## src/rtl/game_pkg.sv

```systemverilog
// game_pkg: shared types for the game-flow controller.
//  state_t   - game-flow FSM states
//  menu_id_t - overlay screen select driven to the menu renderer
//  menu_of() - maps an FSM state to the overlay screen it shows
package game_pkg;

  typedef enum logic [2:0] {
    S_MENU      = 3'd0,
    S_COUNTDOWN = 3'd1,
    S_PLAY      = 3'd2,
    S_PAUSE     = 3'd3,
    S_OVER      = 3'd4
  } state_t;

  typedef enum logic [1:0] {
    MENU_NONE  = 2'd0,
    MENU_MAIN  = 2'd1,
    MENU_PAUSE = 2'd2,
    MENU_OVER  = 2'd3
  } menu_id_t;

  function automatic menu_id_t menu_of(input state_t s);
    case (s)
      S_MENU:  return MENU_MAIN;
      S_PAUSE: return MENU_PAUSE;
      S_OVER:  return MENU_OVER;
      default: return MENU_NONE;   // countdown and play draw no menu
    endcase
  endfunction

endpackage

```

## src/rtl/game_state_ctrl_frame_tick_gen.sv

```systemverilog
// frame_tick_gen: rising-edge detector on vblnk, producing a one-clk frame tick.
//  clk   in  pixel clock
//  rst   in  synchronous active-high reset
//  vblnk in  vertical blank from the timing chain
//  tick  out high for the single clk in which vblnk has just risen
// vblnk_d resets to 1 so a vblnk that is already high when reset releases
// does not look like a fresh frame start.
module frame_tick_gen (
  input  logic clk,
  input  logic rst,
  input  logic vblnk,
  output logic tick
);

  logic vblnk_d;

  always_ff @(posedge clk) begin
    if (rst) vblnk_d <= 1'b1;
    else     vblnk_d <= vblnk;
  end

  assign tick = vblnk & ~vblnk_d;

endmodule

```

## src/rtl/game_state_ctrl.sv

```systemverilog
// game_state_ctrl: game-flow FSM for the menu overlay and game logic.
//  clk        in   pixel clock
//  rst        in   synchronous active-high reset
//  vblnk      in   vertical blank; rising edge = frame tick
//  start      in   one-clk start/resume request
//  pause      in   one-clk pause toggle request
//  game_over  in   one-clk game-over event from game logic
//  is_game_on out  1 only while playing
//  menu_id    out  overlay screen select (menu_id_t encoding)
//  countdown  out  countdown digit during the start countdown, else 0
//  game_reset out  one-clk pulse clearing game state before a new game
// Every state change is committed in a tick cycle so the overlay never
// switches mid-frame; between ticks requests are only remembered.
module game_state_ctrl
  import game_pkg::*;
#(
  parameter int COUNTDOWN_START  = 3,
  parameter int COUNTDOWN_FRAMES = 60,
  parameter int OVER_HOLD_FRAMES = 180
) (
  input  logic       clk,
  input  logic       rst,
  input  logic       vblnk,
  input  logic       start,
  input  logic       pause,
  input  logic       game_over,
  output logic       is_game_on,
  output logic [1:0] menu_id,
  output logic [1:0] countdown,
  output logic       game_reset
);

  localparam int FMAX = (COUNTDOWN_FRAMES > OVER_HOLD_FRAMES) ? COUNTDOWN_FRAMES
                                                              : OVER_HOLD_FRAMES;
  localparam int FCW  = $clog2(FMAX + 1);

  localparam logic [FCW-1:0] CD_LAST   = FCW'(COUNTDOWN_FRAMES - 1);
  localparam logic [FCW-1:0] OVER_LAST = FCW'(OVER_HOLD_FRAMES - 1);
  localparam logic [1:0]     CD_FIRST  = 2'(COUNTDOWN_START);

  logic tick;

  frame_tick_gen u_tick (
    .clk   (clk),
    .rst   (rst),
    .vblnk (vblnk),
    .tick  (tick)
  );

  // Sticky requests. A pulse landing in the tick cycle itself is seen
  // directly through the ev_* terms; all flags drop at every tick whether
  // the request was acted on or not.
  logic pend_start, pend_pause, pend_over;
  logic ev_start, ev_pause, ev_over;

  assign ev_start = pend_start | start;
  assign ev_pause = pend_pause | pause;
  assign ev_over  = pend_over  | game_over;

  always_ff @(posedge clk) begin
    if (rst || tick) begin
      pend_start <= 1'b0;
      pend_pause <= 1'b0;
      pend_over  <= 1'b0;
    end else begin
      pend_start <= pend_start | start;
      pend_pause <= pend_pause | pause;
      pend_over  <= pend_over  | game_over;
    end
  end

  state_t         state, nxt_state;
  logic [FCW-1:0] fcnt,  nxt_fcnt;
  logic [1:0]     digit, nxt_digit;
  logic           new_game;

  always_comb begin
    nxt_state = state;
    nxt_fcnt  = fcnt;
    nxt_digit = digit;
    new_game  = 1'b0;
    if (tick) begin
      case (state)
        S_MENU: begin
          if (ev_start) begin
            nxt_state = S_COUNTDOWN;
            nxt_digit = CD_FIRST;
            nxt_fcnt  = '0;
            new_game  = 1'b1;
          end
        end
        S_COUNTDOWN: begin
          if (fcnt == CD_LAST) begin
            nxt_fcnt = '0;
            if (digit == 2'd1) begin
              nxt_state = S_PLAY;
              nxt_digit = 2'd0;
            end else begin
              nxt_digit = digit - 2'd1;
            end
          end else begin
            nxt_fcnt = fcnt + 1'b1;
          end
        end
        S_PLAY: begin
          // game_over outranks a pause raised in the same frame
          if (ev_over) begin
            nxt_state = S_OVER;
            nxt_fcnt  = '0;
          end else if (ev_pause) begin
            nxt_state = S_PAUSE;
          end
        end
        S_PAUSE: begin
          // resume goes straight back to play, no countdown
          if (ev_start || ev_pause) nxt_state = S_PLAY;
        end
        S_OVER: begin
          if (fcnt == OVER_LAST) begin
            nxt_state = S_MENU;
            nxt_fcnt  = '0;
          end else begin
            nxt_fcnt = fcnt + 1'b1;
          end
        end
        default: begin
          nxt_state = S_MENU;
          nxt_fcnt  = '0;
          nxt_digit = 2'd0;
        end
      endcase
    end
  end

  always_ff @(posedge clk) begin
    if (rst) begin
      state <= S_MENU;
      fcnt  <= '0;
      digit <= 2'd0;
    end else begin
      state <= nxt_state;
      fcnt  <= nxt_fcnt;
      digit <= nxt_digit;
    end
  end

  // Outputs decoded from the next state so they land together with it.
  always_ff @(posedge clk) begin
    if (rst) begin
      is_game_on <= 1'b0;
      menu_id    <= MENU_MAIN;
      countdown  <= 2'd0;
      game_reset <= 1'b0;
    end else begin
      is_game_on <= (nxt_state == S_PLAY);
      menu_id    <= menu_of(nxt_state);
      countdown  <= (nxt_state == S_COUNTDOWN) ? nxt_digit : 2'd0;
      game_reset <= new_game;
    end
  end

endmodule

```

## config.mk

```make
export PLATFORM = sky130hd
export DESIGN_NAME = game_state_ctrl
export DESIGN_NICKNAME = d
export VERILOG_FILES = /design/src/rtl/game_pkg.sv /design/src/rtl/game_state_ctrl_frame_tick_gen.sv /design/src/rtl/game_state_ctrl.sv
export SDC_FILE = /design/constraint.sdc
export NUM_CORES = 1
export LEC_CHECK = 0
export CORE_ASPECT_RATIO = 0.7
export CORE_MARGIN = 4
export CORE_UTILIZATION = 59
export DETAILED_ROUTE_END_ITERATION = 10
export PLACE_DENSITY_LB_ADDON = 0.08
export SLEW_MARGIN = 10
export SYNTH_ARGS = -nofsm -noshare
export SYNTH_HDL_FRONTEND = slang
export SYNTH_SLANG_ARGS = --single-unit
```

## constraint.sdc

```tcl
create_clock -name clk -period 2.9 [get_ports clk]
set_input_delay 0.435 -clock clk [delete_from_list [all_inputs] [get_ports clk]]
set_output_delay 0.435 -clock clk [all_outputs]
set_load 0.05 [all_outputs]
```

==> results.cfg, run 1 <==
[sta]
finalClockSkew_ps = 5.995
post-route-min-period_ps = 2058
maxSlewViolCount = 0
rsz0062_at_grt = false
final_critical_path_setup_slack_ps = 841.8
transition_at_the_pin_with_the_smallest_max_transition_slack_ps = 560.5
max_freq_mhz = 485.9
finalSetupViolCount = 0
finalCritPeriodShare_pct = 70.97
worst_slew_margin_rel_pct = 62.58
finalHoldViolations = 0
setup_tns_ps = 0

[layout]
layout_common_cells = dfxtp_1, nor2_1, clkdlybuf4s50_1
antenna_cells_inserted = 0
layout-drive-gt1-share_pct = 7.801
syn_to_final_growth_pct = 10.58
fin_nets = 150
final_common_cell = dfxtp_1
nFillCells = 153
multiInputGateArea_sq_um = 659.4
seq_area_sq_um = 460.4

[floorplanning]
horizontal_die_dimension_microns = 61.25
placementRows = 13
die-area_sq_um = 2773
fp.dieH_microns = 45.28
initial_utilization_pct = 62.61
core_area_sq_um = 1871
io_pins = 12

[grt]
grt_pass1_wl_microns = 4071
grtUsageMet3_pct = 6.000
antenna_found_initial = 0
gr-usage-met1_pct = 29.86
grt_start_max_net_pins = 19
met2_usage_pct = 28.69
track_usage_pct = 20.12
grt_overflow_total = 0
first_global_vias = 876
top_usage_layer = met1

[clocking]
number_of_buffers_inserted_by_hold_repair_at_cts = 0
clock_root_cell = clkbuf_4
worst_setup_hold_path_clk_slew_ps = 120
tritoncts_num_sinks = 23
cts_buffer_depth = 2
cts_tree = built
insertion_delay_ps = 310
post_cts.resized_instances = 0
postCtsSetupBuffers = 0
htreeDepth = 1
cts_inserted_buffers = 3

[detailed_routing]
drt_drc_violations_left = 0
wire_per_inst_microns = 14.43
initialDrtViolationCount = 55
drt_pass_1_iters = 4
vias_per_cell = 6.031
routed_wirelength_microns = 2352
routed-via-count = 983
final_antenna_net_count = 0

[synthesis]
synth_seq_cells = 23
ys_dominant_reg_cell = dfxtp_1
post_synthesis_instance_area_sq_um = 1171
ys_warn_count = 0
post_syn_instances = 133
synth_nets = 141
synth-edff-count = 0
ys_seq_area_share_pct = 39.32
async_flop_share_pct = 0
mean_area_per_synthesized_cell_sq_um = 8.805
synth_cell_types = 46

[power]
power_density_nw_per_um2 = 441.4
share_clk_of_total_power_pct = 25.0
internal-power_w = 0.0004175
power.share.combinational_pct = 15.8
leakagePower_nw = 0.4630
power.ir.vdd_worst_mv = 0.3396
tot_pwr_w = 0.0005715
power.share.switching_pct = 26.95
p_sw_w = 0.0001540
sequential_cell_fraction_of_total_power_pct = 59.2

[setup_path]
required_time_worst_endpoint_ps = 3120
timing.critical_path.arrival_ps = 2280
timing.critical_path.to_type = flop
worstPathMaxFanout = 11
criticalPathCategory = flop to flop
cp-start-kind = flop

[place]
hpwl_dp_microns = 1753
numPortBuffers = 11
place_worst_setup_slack_ps = 558.9
gp_routability_congestion = 0.9117

[hold_path]
hp-class = flop to flop

[flow_run]
timing.max_cap.violations = 0

[status]
outcome = finished clean
flip-flops by register name, indices dropped and copies added (netlist names):
| signal | flops |
|---|---|
| is_game_on | 1 |
| menu_id | 2 |
| countdown | 2 |
| fcnt | 8 |
| u_tick.vblnk_d | 1 |
| pend_pause | 1 |
| pend_over | 1 |
| pend_start | 1 |
| state | 3 |
| game_reset | 1 |
| digit | 2 |
synthesized netlist by cell type, drive strengths merged (4+ instances only):
cell,instances,share of area (%)
xor2,7,5.2
nor3,7,3.0
nand3,4,1.7
buf,4,2.5
nand2,7,2.2
dfxtp,23,39
o21ai,8,3.4
nor2,19,6.1
kinds of logic after synthesis:
kind of cell	Yosys count	share of synthesized area [%]
XOR/XNOR	8	5.983
buffers and inverters	10	4.380
AND/OR/NAND/NOR	60	28.10
adder cells (fa/ha/maj)	2	2.136
multiplexers	3	2.564
flip-flops	23	39.32
AO/OA/AOI/OAI	27	17.52
power groups by stage:
stage	sequential, W	clock, W	combinational [W]
floorplan	0.000350	0	0.0000606
global placement	0.000345	0	0.0000879
detailed placement	0.000346	0	0.0000896
CTS	0.000338	0.000151	0.0000900
global route	0.000341	0.000165	0.0000999
finish	0.000339	0.000143	0.0000902
critical path, stage by stage, from the launching register on:
cell	delay, ps
dfxtp_1	550
inv_1	120
or4b_1	540
a311oi_1	340
a221oi_2	130
nor4_1	290
cell type report:
cell class	count	share of cell area [%]
Multi-Input combinational cell	100	50.92
Sequential cell	23	35.56
Timing Repair Buffer	11	8.502
Tap cell	22	2.126
Clock buffer	4	2.029
Inverter	3	0.8696
metrics by stage:
step                      hold slack, ps  util (%)  std cells  instance area [sq um]
after global placement             492.8     67.83        159                   1269
after CTS                          525.3     69.23        163                   1295
final                              520.7     69.23        163                   1295
after floorplan                    476.2         -        133                   1171
after detailed placement           507.0     67.83        159                   1269
after global routing               546.8     69.23        163                   1295
routing by layer:
metal	share of wire [%]	vias to the layer above
met4	0.98	0
li1	-	499
met3	5.4	6
met1	53	445
met2	41	33
met5	0	-
worst paths after layout:
check             slack [ps]      endpoint      from  cells after the start
setup / recovery         840  countdown[0]  state[1]                      5
hold / removal           520      digit[1]  digit[1]                      2
setup reg to reg         840  countdown[0]  state[1]                      5
hold reg to reg          520      digit[1]  digit[1]                      2
No activity file was read; power rests on OpenSTA's default activity.
==> run 2, diff against run 1 <==
CORE_UTILIZATION = 54   (was 59)
clock period = 2.01 ns   (was 2.9 ns; I/O delays follow)
==> run 2 against run 1 <==
Net effect: wire length rose by 1.1%; die area rose by 7.8%; clock power rose by 48%; register-to-register slack got worse by 720 ps; clock skew fell by 2.4 ps; via count rose by 4.1%; fmax rose by 8.7%; critical endpoint is now digit[0]; core utilization rose by 1.4 points; non-clock buffer count rose by 8; largest power group unchanged; sequential share of layout area fell by 2.0 points; first-iteration DRC count rose by 51%; combinational power rose by 63%.
==> results.cfg, run 2 (same netlist as run 1, synthesis figures left out) <==
[layout]
antenna_cells_inserted = 0
syn_to_final_growth_pct = 17.73
top_register = fcnt
final_common_cell = dfxtp_1
layout.cells.non_filler = 171
largest_register_ffs = 8
nFillCells = 159
layout-drive-gt1-share_pct = 16.78
leading_registers_by_flop_count = fcnt x8, state x3
fin_nets = 158
layout_common_cells = dfxtp_1, nor2_1, clkdlybuf4s50_1, buf_4

[setup_path]
cpPeakStageDelay_ps = 480
crit_chain = or4b_1 > nor4_2 > o21ai_0 > a22oi_1 > nor2_1
cpLargestDelayFamily = simple AND/OR/NAND/NOR gates
timing.critical_path.to_type = flop
cp-start-kind = flop
worstPathMaxFanout = 7
criticalPathCategory = flop to flop
worst_r2r_endpoint = digit[0]
required_time_worst_endpoint_ps = 2200
worstPathBufferInverterCount = 0
crit_path_slowest_cell = or4b_1
timing.critical_path.arrival_ps = 2080
worst-r2r-cell-count = 5
worstReg2RegStart = fcnt[3]
setup.reg_to_reg.worst_slack_ps = 120

[grt]
first_global_vias = 890
grt_overflow_total = 0
track_usage_pct = 18.06
antenna_found_initial = 0
grt_pass1_wl_microns = 4071
grt_start_max_net_pins = 17

[floorplanning]
die-area_sq_um = 2990
horizontal_die_dimension_microns = 63.66
initial_utilization_pct = 60.00
io_pins = 12
placementRows = 13
core_area_sq_um = 1952
fp.dieH_microns = 46.97

[place]
placed_cells = 167
hpwl_dp_microns = 1803
numPortBuffers = 11
gp_routability_congestion = 0.8670

[detailed_routing]
wire_per_inst_microns = 13.91
routed-via-count = 1023
final_antenna_net_count = 0
initialDrtViolationCount = 83
drt_drc_violations_left = 0
vias_per_cell = 5.982
drt_pass_1_iters = 4
routed_wirelength_microns = 2378

[sta]
finalHoldViolations = 0
setup_tns_ps = 0
worst_slew_margin_rel_pct = 62.72
maxSlewViolCount = 0
finalCritPeriodShare_pct = 94.17
finalSetupViolCount = 0
max_freq_mhz = 528.3
transition_at_the_pin_with_the_smallest_max_transition_slack_ps = 557.5
finalClockSkew_ps = 3.619
post-route-min-period_ps = 1893

[clocking]
worst_setup_hold_path_clk_slew_ps = 120
tritoncts_num_sinks = 23
cts_inserted_buffers = 3
htreeDepth = 1
number_of_buffers_inserted_by_hold_repair_at_cts = 0
cts_buffer_depth = 2
cts_tree = built
clock_root_cell = clkbuf_4
insertion_delay_ps = 310

[hold_path]
hold_path_depth = 2
hold-path-endpoint = digit[1]
hold_start = digit[1]
hp-class = flop to flop

[power]
power.ir.vdd_worst_mv = 0.3413
leakagePower_nw = 0.4992
power_density_nw_per_um2 = 614.2

[flow_run]
timing.max_cap.violations = 0

[status]
outcome = finished clean
==> run 2: cell count changes in the layout (fill, tap and decap cells not counted) <==
cell,delta
nor4_2,+3
ha_2,+1
buf_4,+8
ha_1,-1
dfxtp_2,+2
nor4_1,-3
dfxtp_1,-2
==> run 2: how the worst max path moves through the flow <==
stage,depth (start not counted),to,slack [ps],start
floorplan,6,menu_id[1],350,u_tick.vblnk_d
CTS,5,countdown[0],110,fcnt[3]
global route,5,digit[0],-20,fcnt[3]
global placement,6,countdown[0],-80,game_over
finish,5,digit[0],120,fcnt[3]
detailed placement,6,countdown[0],-150,game_over
==> run 2: what timing repair did <==
item | CTS | global route
gates resized for setup | 0 | 6
buffers inserted | 0 | 0
endpoints found under the setup margin | 0 | 3
==> run 2: final cells by class <==
| cell class | instances | area, sq um | area share, % |
|---|---|---|---|
| clock buffer | 4 | 26.28 | 1.906 |
| tap | 22 | 27.53 | 1.996 |
| multi-input combinational | 100 | 680.7 | 49.36 |
| timing repair buffer | 19 | 170.2 | 12.34 |
| inverter | 3 | 11.26 | 0.8167 |
| sequential | 23 | 462.9 | 33.58 |
==> run 2: power breakdown <==
group | leakage [nW] | internal (W) | switching, W
clock network | 0.0150 | 0.0000776 | 0.000134
logic | 0.296 | 0.0000653 | 0.0000813
registers | 0.188 | 0.000473 | 0.0000154
total | 0.499 | 0.000616 | 0.000231
==> run 2: per-stage QoR <==
stage               setup slack, ps  util, %  total power (W)  cell area (sq um)  hold WS [ps]
finish                        117.2    70.64        0.0008468               1379         517.0
global route                 -15.26    70.64        0.0008921               1379         540.3
CTS                           113.3    69.42        0.0008497               1355         518.2
detailed placement           -151.3    68.08        0.0006410               1329         492.8
global placement             -76.58    68.08        0.0006385               1329         493.0
floorplan                     346.0        -        0.0005928               1171         381.5
==> run 2: per-layer routing <==
| layer | track usage [%] | share of wire [%] | routed length, microns | vias to the layer above |
|---|---|---|---|---|
| met2 | 27.59 | 40 | 963 | 37 |
| met1 | 24.89 | 53 | 1262 | 470 |
| li1 | - | - | - | 514 |
| met5 | 0 | 0 | 0 | - |
| met3 | 5.742 | 5.7 | 135 | 2 |
| met4 | 5.150 | 0.67 | 16 | 0 |
==> run 2: tightest hold or removal path, delay by kind of cell, from the launching register on <==
| kind | cells | cell delay, ps |
|---|---|---|
| flops | 1 | 330 |
| simple gates | 1 | 80 |
| compound gates | 1 | 70 |
==> edit, RTL diff (flow settings as in run 2) <==
One comparison of `fcnt` changes from == to >=.
--- a/src/rtl/game_state_ctrl.sv
+++ b/src/rtl/game_state_ctrl.sv
@@ -90,7 +90,7 @@
           end
         end
         S_COUNTDOWN: begin
-          if (fcnt == CD_LAST) begin
+          if (fcnt >= CD_LAST) begin
             nxt_fcnt = '0;
             if (digit == 2'd1) begin
               nxt_state = S_PLAY;
Check against the original RTL: no difference found for any inputs over 10 cycles, from zero or initial values and one cycle with rst high; that may be too few to reach the edited logic, so the function may still have changed.
==> edit against run 2 <==
First-iteration DRC count fell by 40%. Critical path type unchanged. Area after synthesis rose by 0.43%. Sequential power fell by 2%. Highest routed layer unchanged. Setup slack improved by 0.017 ns. Wire length rose by 8.7%. Sequential cell count did not move. Sequential share of layout area fell by 0.78 points. Largest power group unchanged. Cell area rose by 1.8%. Total power fell by 3.3%.
==> edit: results <==
[worst_setup_path]
cpPeakStageDelay_ns = 0.39
cp-endpoint = "menu_id[1]$_SDFF_PP0_"
critical-path-slowest-cell = "dfxtp_1"
rr_startpoint = "fcnt[0]$_SDFFE_PP0P_"
reg2reg_slack_ns = 0.13
r2r_cells = 6

[global_route]
gr-usage-all-layers = 0.195
gr-usage-met2 = 0.308
grt_pass1_wl_um = 4480
grt_pass1_vias = 973
grt_max_degree = 13
globalRouteMet1Util = 0.261
grt.met3_usage = 0.0598

[power]
p_clk_frac = 0.257
leakage_nw = 0.498
internal-power_mw = 0.610
power.switching_mw = 0.209
seqPwrFrac = 0.585
irDropWorstVdd_mv = 0.485

[layout]
nMultiInputCombCells = 94
antenna_cells = 0
final_nets = 157
fillerInstances = 150
drive_gt1_frac = 0.243
area_growth_syn_to_layout_pct = 19.4
nonClkBufAreaFrac = 0.148
signal_buffers = 24
top_regs = "fcnt: 8 flops, state: 3 flops"
nClkBuffers = 4
clkCellAreaFrac = 0.0187
area.sequential_um2 = 460
multi_input_area_share = 0.478
seq_cells = 23

[drt]
drt_iter0_drc = 50
wl_per_cell_um = 15.2
wl_met1_um = 1390
vias = 993
wl_met3_um = 121
via_per_inst = 5.84
met2_length_um = 1060

[synth]
synth_commonest_cells = "dfxtp_1, nor2_1, nor3_1"
synth_fp_nets = 132
syn_area_per_cell_um2 = 9.48
ys_types = 51
synthTopCellsByArea = "dfxtp_1, nor2_1, xor2_1"
yosysSeqAreaShare = 0.391

[hold_path]
min_path_type = "flip-flop to flip-flop"
hold_start = "fcnt[1]$_SDFFE_PP0P_"
min_to = "fcnt[1]$_SDFFE_PP0P_"
holdPathStages = 2

[sta]
worst_hold_slack_ns = 0.497
period_needed_ns = 1.88
final.setup_skew_ns = 0.00207
worst_pin_slew_ns = 0.508

[placement]
dpl.hpwl_um = 1990
routabilityCongestion = 0.817
placed_area_um2 = 1380
place_ws_ns = -0.0523

[outcome]
outcome = "finished, final reports clean"

[cts]
cts_resized = 0
-- edit: cell types whose count changed in the layout (fill, tap and decap cells not counted), sizes merged, moves of 3 or more --
cell	before	now
buf	8	13
a21oi	0	3
a22oi	3	0
mux2i	3	0
nor4	3	0
-- edit: cell families (layout without fill, tap and decap cells) --
group / Yosys count / count (layout) / synth area share
muxes: 1 / 1 / 0.00957
adders and majority gates: 2 / 2 / 0.0213
AOI/OAI and AO/OA: 27 / 27 / 0.203
DFF: 23 / 23 / 0.391
and+or+nand+nor: 57 / 57 / 0.284
xor gates and xnor gates: 7 / 7 / 0.0521
buffers and inverters: 7 / 31 / 0.0383
-- edit: critical path: cells and delay by family, from the launching register on --
kind	cells	cell delay, ns
simple gates	2	0.20
flops	1	0.39
fa+ha+maj	1	0.27
compound gates	2	0.56
mux	1	0.36
